`src/rtl/bcd_scan_pkg.sv`:
```
// Shared constants and the seven-segment decoder for the BCD scan counter.
// Segment order is {g,f,e,d,c,b,a}, active-low.
package bcd_scan_pkg;

  localparam logic [6:0] SEG_BLANK = 7'h7F;
  localparam logic [7:0] AN_OFF    = 8'hFF;

  function automatic logic [6:0] seg7_dec(input logic [3:0] digit);
    logic [6:0] seg;
    case (digit)
      4'd0:    seg = 7'h40;
      4'd1:    seg = 7'h79;
      4'd2:    seg = 7'h24;
      4'd3:    seg = 7'h30;
      4'd4:    seg = 7'h19;
      4'd5:    seg = 7'h12;
      4'd6:    seg = 7'h02;
      4'd7:    seg = 7'h78;
      4'd8:    seg = 7'h00;
      4'd9:    seg = 7'h10;
      default: seg = SEG_BLANK;
    endcase
    return seg;
  endfunction

endpackage

```
`src/rtl/bcd_digit_cell.sv`:
```
// One decade of the BCD counter: steps up or down when i_step is set and
// raises o_carry (carry when counting up, borrow when counting down) at the decade boundary.
module bcd_digit_cell (
  input  logic       i_clk,
  input  logic       i_rst_n,
  input  logic       i_step,
  input  logic       i_up,
  input  logic       i_clr,
  output logic [3:0] o_digit,
  output logic       o_carry
);

  logic [3:0] r_digit;
  logic [3:0] w_digit_nxt;

  always_comb begin
    w_digit_nxt = r_digit;
    if (i_clr) begin
      w_digit_nxt = 4'd0;
    end else if (i_step) begin
      if (i_up) begin
        w_digit_nxt = (r_digit == 4'd9) ? 4'd0 : r_digit + 4'd1;
      end else begin
        w_digit_nxt = (r_digit == 4'd0) ? 4'd9 : r_digit - 4'd1;
      end
    end
  end

  always_ff @(posedge i_clk or negedge i_rst_n) begin
    if (!i_rst_n) begin
      r_digit <= 4'd0;
    end else begin
      r_digit <= w_digit_nxt;
    end
  end

  assign o_digit = r_digit;
  assign o_carry = i_step & (i_up ? (r_digit == 4'd9) : (r_digit == 4'd0));

endmodule

```
`src/rtl/bcd_scan_counter.sv`:
```
// Multi-digit BCD up/down counter with prescaler, wrap pulse, leading-zero blanking
// and a time-multiplexed seven-segment driver.
module bcd_scan_counter
  import bcd_scan_pkg::*;
#(
  parameter int unsigned DIGITS   = 4,
  parameter int unsigned TICK_DIV = 50000000,
  parameter int unsigned SCAN_DIV = 100000,
  parameter bit          LZ_BLANK = 1'b1
) (
  input  logic                  bcd_scan_counter_clk,
  input  logic                  bcd_scan_counter_rst,
  input  logic                  bcd_scan_counter_en,
  input  logic                  bcd_scan_counter_sel,
  input  logic                  bcd_scan_counter_clr,
  output logic [4*DIGITS-1:0]   bcd_scan_counter_value,
  output logic                  bcd_scan_counter_wrap,
  output logic [6:0]            bcd_scan_counter_cc,
  output logic [7:0]            bcd_scan_counter_an
);

  localparam int unsigned PW = $clog2(TICK_DIV);
  localparam int unsigned SW = $clog2(SCAN_DIV);
  localparam logic [PW-1:0] PRESC_MAX = PW'(TICK_DIV - 1);
  localparam logic [SW-1:0] SCAN_MAX  = SW'(SCAN_DIV - 1);
  localparam logic [2:0]    IDX_MAX   = 3'(DIGITS - 1);

  logic [PW-1:0]        r_presc;
  logic [PW-1:0]        w_presc_nxt;
  logic                 w_tick;
  logic [DIGITS:0]      w_step;
  logic [4*DIGITS-1:0]  w_value;
  logic                 r_wrap;
  logic [SW-1:0]        r_scan_cnt;
  logic [2:0]           r_idx;
  logic                 w_scan_end;
  logic [3:0]           w_dig [8];
  logic [7:0]           w_blank;
  logic                 w_zero_hi;
  logic [6:0]           r_cc;
  logic [7:0]           r_an;

  // clr suppresses the tick so neither the count nor wrap can move in a clear cycle.
  assign w_tick = bcd_scan_counter_en & ~bcd_scan_counter_clr & (r_presc == PRESC_MAX);

  always_comb begin
    w_presc_nxt = r_presc;
    if (bcd_scan_counter_clr) begin
      w_presc_nxt = '0;
    end else if (bcd_scan_counter_en) begin
      w_presc_nxt = (r_presc == PRESC_MAX) ? '0 : r_presc + 1'b1;
    end
  end

  assign w_step[0] = w_tick;

  for (genvar g = 0; g < DIGITS; g++) begin : g_digit
    bcd_digit_cell u_cell (
      .i_clk   (bcd_scan_counter_clk),
      .i_rst_n (bcd_scan_counter_rst),
      .i_step  (w_step[g]),
      .i_up    (bcd_scan_counter_sel),
      .i_clr   (bcd_scan_counter_clr),
      .o_digit (w_value[4*g +: 4]),
      .o_carry (w_step[g+1])
    );
  end

  for (genvar g = 0; g < 8; g++) begin : g_pad
    if (g < DIGITS) begin : g_real
      assign w_dig[g] = w_value[4*g +: 4];
    end else begin : g_zero
      assign w_dig[g] = 4'd0;
    end
  end

  // Walk from the top digit down so each digit knows whether everything above it is zero.
  always_comb begin
    w_zero_hi = 1'b1;
    w_blank   = '0;
    for (int k = 7; k >= 0; k--) begin
      w_zero_hi  = w_zero_hi & (w_dig[k] == 4'd0);
      w_blank[k] = LZ_BLANK && (k != 0) && w_zero_hi;
    end
  end

  assign w_scan_end = (r_scan_cnt == SCAN_MAX);

  always_ff @(posedge bcd_scan_counter_clk or negedge bcd_scan_counter_rst) begin
    if (!bcd_scan_counter_rst) begin
      r_presc    <= '0;
      r_wrap     <= 1'b0;
      r_scan_cnt <= '0;
      r_idx      <= 3'd0;
      r_cc       <= SEG_BLANK;
      r_an       <= AN_OFF;
    end else begin
      r_presc <= w_presc_nxt;
      r_wrap  <= w_step[DIGITS];
      if (w_scan_end) begin
        r_scan_cnt <= '0;
        r_idx      <= (r_idx == IDX_MAX) ? 3'd0 : r_idx + 3'd1;
      end else begin
        r_scan_cnt <= r_scan_cnt + 1'b1;
      end
      r_an <= ~(8'b1 << r_idx);
      r_cc <= w_blank[r_idx] ? SEG_BLANK : seg7_dec(w_dig[r_idx]);
    end
  end

  assign bcd_scan_counter_value = w_value;
  assign bcd_scan_counter_wrap  = r_wrap;
  assign bcd_scan_counter_cc    = r_cc;
  assign bcd_scan_counter_an    = r_an;

endmodule

```
`config.mk`:
```
export PLATFORM = sky130hd
export DESIGN_NAME = bcd_scan_counter
export DESIGN_NICKNAME = d
export VERILOG_FILES = /design/src/rtl/bcd_scan_pkg.sv /design/src/rtl/bcd_digit_cell.sv /design/src/rtl/bcd_scan_counter.sv
export SDC_FILE = /design/constraint.sdc
export NUM_CORES = 1
export LEC_CHECK = 0
export CELL_PAD_IN_SITES_DETAIL_PLACEMENT = 1
export CELL_PAD_IN_SITES_GLOBAL_PLACEMENT = 1
export CORE_AREA = 2 2 105 107
export DETAILED_ROUTE_END_ITERATION = 10
export DIE_AREA = 0 0 107 109
export GPL_TIMING_DRIVEN = 0
export HOLD_SLACK_MARGIN = 0.03
export PLACE_DENSITY = 0.77
export SLEW_MARGIN = 20
export SYNTH_ARGS = -nofsm -noshare
export SYNTH_HDL_FRONTEND = slang
export SYNTH_SLANG_ARGS = --single-unit
```
`constraint.sdc`:
```
create_clock -name bcd_scan_counter_clk -period 2.8 [get_ports bcd_scan_counter_clk]
set_input_delay 0.56 -clock bcd_scan_counter_clk [delete_from_list [all_inputs] [get_ports bcd_scan_counter_clk]]
set_output_delay 0.56 -clock bcd_scan_counter_clk [all_outputs]
set_load 0.05 [all_outputs]
```
==> impl_metrics.toml, run 1 <==
[clocking]
cts.path.max_buffers = 2
postCtsHoldBufs = 0
cts_htree_levels = 3
clock-root-buffer = "clkbuf_8"
cts-buffers-inserted = 9
cts_sinks = 78
postCtsSetupBuffers = 0
cts_tree = "yes"
cts.clk_slew.worst_paths_ns = 0.09
worst_skew_pair.late_latency_ns = 0.37

[finish]
drive_gt1_share_pct = 9.52
antennaDiodeCount = 0
final-instance-count-excl-fill = 707
syn2layout_area_growth_pct = 16.4
fin_area_sq_mm = 0.00543
finalNetCount = 578
final_util_pct = 51.2

[timing]
skew_ns = 0.0134
fin_ws_ns = 0.188
relSlewSlack_pct = 46.3
max_freq_mhz = 383
setup_viol = 0
finalHoldViolCount = 0
worst_pin_slew_ns = 0.803
report.final.slew_viol_count = 0
post-route-min-period_ns = 2.61
period_share_pct = 93.3

[setup_path]
rr_startpoint = "r_idx[0]"
cp.arrival_ns = 2.93
r2r-end = "bcd_scan_counter_cc[0]"
cp-start-kind = "input pin"
r2r_slack_ns = 0.31
reg2reg_depth = 7
criticalPathCategory = "input pin to flop"
endpoint_kind = "flop"
cp_max_fo = 10
worstPathRequired_ns = 3.11

[floorplanning]
die-area_sq_mm = 0.0117
die_y_um = 109
io_pins = 37
start_util_pct = 44.0
chipWidth_um = 107
core_sq_mm = 0.0106
rows = 38

[logic_synthesis]
syn_area_sq_mm = 0.00466
synth_flop_cell = "dfrtp_1"
synthCells = 514
syn_area_per_cell_sq_um = 9.07
syn_nets = 530
ys_types = 58
synth_seq_cells = 78
synth_edf_count = 0
synth_seq_area_share_pct = 42.2
async_reset_ff_share_pct = 100
yosys_warnings = 0

[global_route]
antenna_found_initial = 0
grt-ovfl-total = 0
grt_start_max_net_pins = 53
grt_pass1_vias = 4207
grtUsageTotal_pct = 23.2
grt_pass1_wl_um = 21300

[run]
cap_violations = 0

[power_and_ir_drop]
irDropWorstVdd_mv = 0.168
power_density_mw_per_mm2 = 398
p_leak_nw = 2.19

[placement]
hpwl_um = 8920
dp_slack_ns = -0.162
placed_area_sq_mm = 0.00523
gp_congestion = 0.884
dp_cells = 691
portBuffers = 36

[detailed_routing]
num_vias = 4121
route.detailed.drc = 0
drt_iter0_markers = 238
dr.pass1.iters = 5
vias_per_cell = 5.83
wl_per_cell_um = 17.9
ant_nets = 0
wl_um = 12700

[hold_path]
worst_hold_path_type = "input pin to async pin"

[status]
status = "finished, final reports clean"
## cells by family after synthesis
kind of cell | synth area share [%]
AO/OA/AOI/OAI | 15.0
flip-flops | 42.2
XOR/XNOR | 4.51
multiplexers | 4.53
buffers and inverters | 4.26
adder cells (fa/ha/maj) | 2.95
AND/OR/NAND/NOR | 26.5
## flip-flops by register name, indices dropped and copies added, names as in the netlist
| signal | cells |
|---|---|
| bcd_scan_counter_wrap | 1 |
| bcd_scan_counter_an | 8 |
| bcd_scan_counter_cc | 7 |
| g_digit.u_cell.o_digit | 16 |
| r_presc | 26 |
| r_idx | 3 |
| r_scan_cnt | 17 |
## how the worst max path moves through the flow
stage,start,slack [ns],to
finish,bcd_scan_counter_sel,0.19,g_digit[2].u_cell.o_digit[3]
global route,r_idx[0],-0.02,bcd_scan_counter_cc[3]
CTS,bcd_scan_counter_sel,0.16,bcd_scan_counter_wrap
detailed placement,bcd_scan_counter_sel,-0.16,g_digit[3].u_cell.o_digit[2]
global placement,bcd_scan_counter_rst,-1.68,g_digit[2].u_cell.o_digit[3]
floorplan,g_digit[0].u_cell.o_digit[3],0.58,g_digit[2].u_cell.o_digit[3]
## critical path: stages
cell	delay, ns
clkdlybuf4s50_1	0.50
clkbuf_1	0.35
nand3_1	0.14
a211oi_1	0.55
nand4b_2	0.33
or3_1	0.42
nand2_1	0.07
## placed cells by master (no fill, tap or decap), drive strengths merged, types with 4 or more instances in the layout
master,Yosys,final
a41oi,5,5
clkbuf,25,37
dfrtp,63,63
nor2b,9,9
nand3,31,31
nand2b,16,16
a21oi,30,30
a31oi,20,20
xor2,11,11
nor3,12,12
or3,8,8
o21ai,35,35
nand4,15,15
inv,15,18
a22o,5,5
mux4,4,4
nand2,43,43
clkdlybuf4s50,0,35
nand3b,6,6
mux2i,11,11
buf,8,10
nand4b,5,5
dfstp,15,15
or2,4,4
nor4,14,14
ha,11,11
xnor2,13,13
nor2,38,38
and3,8,8
## stage by stage
stage	total power [W]	TNS, ns	hold slack (ns)
after floorplan	0.00123	0	0.264
after global placement	0.00129	-117.40	0.456
after detailed placement	0.00130	-1.03	0.470
after CTS	0.00218	0	0.101
after global routing	0.00223	-0.0310	0.110
final	0.00216	0	0.104
## layout make-up
class	count	area (sq um)
flip-flops and latches	78	1970
multi-input cells	388	2490
inverters	15	56.3
fillers	1232	5170
clock buffers	12	178
well taps	140	175
clock inverters	4	23.8
repair buffers	37	385
plain buffers	33	144
## per-layer routing
layer,track usage [%],up-vias,part of all wire [%]
li1,-,1960,-
met5,0,-,0
met4,8.72,0,1.2
met1,31.5,2079,47
met3,2.51,12,3.0
met2,38.5,70,49
## synth_stat cells, types with 3 or more instances
cell,count,area [sq um]
a211o_1,3,26.3
a21oi_1,29,145
a22o_1,5,43.8
a31oi_1,20,125
a41oi_1,5,43.8
and2_1,3,18.8
and3_1,8,50.1
buf_1,3,11.3
buf_2,3,15.0
clkbuf_1,25,93.8
dfrtp_1,63,1580
dfstp_2,15,394
ha_1,11,138
inv_1,15,56.3
mux2i_1,11,110
mux4_2,4,90.1
nand2_1,43,161
nand2b_1,16,100
nand3_1,31,155
nand3b_1,6,45.0
nand4_1,15,93.8
nand4b_1,4,35.0
nor2_1,38,143
nor2b_1,9,56.3
nor3_1,12,60.1
nor4_1,11,68.8
o21ai_0,35,175
or2_2,3,18.8
or3_1,8,50.1
or4_1,3,22.5
xnor2_1,13,114
xor2_1,11,96.3
## power breakdown
group	switching, W	leakage (nW)	internal (W)
combinational	0.0000844	1.07	0.0000402
clock	0.000453	0.108	0.000431
sequential	0.0000156	1.02	0.00114
## timing repair
| item | in CTS | in global routing |
|---|---|---|
| gates resized for setup | 0 | 2 |
| hold endpoints to repair | 0 | 0 |
| setup endpoints to repair | 0 | 3 |
No activity file was read; power rests on OpenSTA's default activity.
==> inputs of run 2 (changes only) <==
- SETUP_SLACK_MARGIN: default -> 0.3
==> impl_metrics.toml, run 2 (synthesized netlist as in run 1, its figures left out) <==
[status]
status = "finished, final reports clean"

[timing]
max_freq_mhz = 419
report.final.slew_viol_count = 0
rsz0062_at_grt = "yes"
post-route-min-period_ns = 2.38
setup_viol = 0
whs_ns = 0.101
relSlewSlack_pct = 47.0
worst_pin_slew_ns = 0.791
fin_tns_setup_ns = 0
skew_ns = 0.0167
period_share_pct = 85.2
finalHoldViolCount = 0

[power_and_ir_drop]
power_density_mw_per_mm2 = 397
irDropWorstVdd_mv = 0.168
p_total_w = 0.00216
p_leak_nw = 2.21

[finish]
syn2layout_area_growth_pct = 16.7
layout_common_cells = "dfrtp_1, nand2_1, nor2_1"
largest_register_ffs = 26
drive_gt1_share_pct = 10.6
antennaDiodeCount = 0
top_register = "r_presc"
finalNetCount = 578
final-instance-count-excl-fill = 707
final_util_pct = 51.3
mostFrequentLayoutCell = "dfrtp_1"

[detailed_routing]
wl_um = 12700
dr.pass1.iters = 4
num_vias = 4093
ant_nets = 0
wl_per_cell_um = 17.9
vias_per_cell = 5.79
drt_iter0_markers = 253
route.detailed.drc = 0

[setup_path]
rr_startpoint = "r_presc[8]"
cp-start-kind = "input pin"
reg2reg_depth = 7
r2r-end = "r_presc[18]"
cp.arrival_ns = 2.62
endpoint_kind = "flop"
worstPathRequired_ns = 3.03
criticalPathCategory = "input pin to flop"
r2r_slack_ns = 0.54
cp_max_fo = 10

[clocking]
cts-buffers-inserted = 9
cts.path.max_buffers = 2
postCtsSetupBuffers = 0
cts.clk_slew.worst_paths_ns = 0.09
clock-root-buffer = "clkbuf_8"
postCtsHoldBufs = 0
worst_skew_pair.late_latency_ns = 0.37
cts_htree_levels = 3
cts_sinks = 78
cts_tree = "yes"

[placement]
portBuffers = 36
dp_cells = 691
gp_congestion = 0.884
hpwl_um = 8920

[global_route]
grt_pass1_wl_um = 21300
grt_start_max_net_pins = 53
grt-ovfl-total = 0
grtUsageTotal_pct = 23.2
antenna_found_initial = 0
grt_pass1_vias = 4200

[hold_path]
worst_hold_path_type = "input pin to async pin"

[run]
cap_violations = 0

[floorplanning]
die-area_sq_mm = 0.0117
chipWidth_um = 107
die_y_um = 109
io_pins = 37
start_util_pct = 44.0
core_sq_mm = 0.0106
rows = 38
-- run 2: cell counts in the layout (fill, tap and decap cells not counted) --
No cell type changed its count.
-- run 2: metal layers --
| metal | track usage, % | vias up | wire (um) |
|---|---|---|---|
| met3 | 2.51 | 20 | 320 |
| met1 | 31.6 | 2054 | 6030 |
| met4 | 8.53 | 0 | 235 |
| li1 | - | 1961 | - |
| met2 | 38.5 | 58 | 6090 |
| met5 | 0 | - | 0 |
-- run 2: power by group --
group          internal (W)  switching (W)
sequential          0.00114      0.0000158
combinational     0.0000408      0.0000847
clock              0.000431       0.000452
total               0.00161       0.000553
-- run 2: repair_timing --
item / in CTS / in global routing
endpoints found under the setup margin: 8 / 18
resized for setup: 3 / 6
pin swaps: 1 / 1
-- run 2: metrics by stage --
stage               setup WS, ns  cell area, sq um
floorplan                  0.584              4660
CTS                        0.311              5430
global placement           -1.68              5200
global route               0.300              5440
detailed placement        -0.162              5230
finish                     0.415              5440
-- run 2: final cells by class --
class,instances,area [sq um]
fillers,1226,5160
multi-input cells,388,2510
flip-flops and latches,78,1970
repair buffers,37,385
clock buffers,12,178
well taps,140,175
plain buffers,33,148
inverters,15,56.3
clock inverters,4,23.8
-- run 2: worst max path at each step --
| stage | from | end | slack (ns) | cells past startpoint |
|---|---|---|---|---|
| 6_report | bcd_scan_counter_sel | g_digit[3].u_cell.o_digit[0] | 0.42 | 7 |
| 5_1_grt | bcd_scan_counter_sel | g_digit[3].u_cell.o_digit[0] | 0.30 | 7 |
| 4_1_cts | bcd_scan_counter_sel | g_digit[3].u_cell.o_digit[0] | 0.31 | 7 |
| 3_5_place_dp | bcd_scan_counter_sel | g_digit[3].u_cell.o_digit[2] | -0.16 | 8 |
| 3_3_place_gp | bcd_scan_counter_rst | g_digit[2].u_cell.o_digit[3] | -1.68 | 1 |
| 2_1_floorplan | g_digit[0].u_cell.o_digit[3] | g_digit[2].u_cell.o_digit[3] | 0.58 | 6 |
-- run 2: worst max-delay path, stage by stage --
cell and delay [ns]:
clkdlybuf4s50_1 0.51, clkbuf_2 0.24, and3_1 0.19, o21ai_0 0.14, nor4_1 0.41, nand4_1 0.35, mux2i_1 0.21
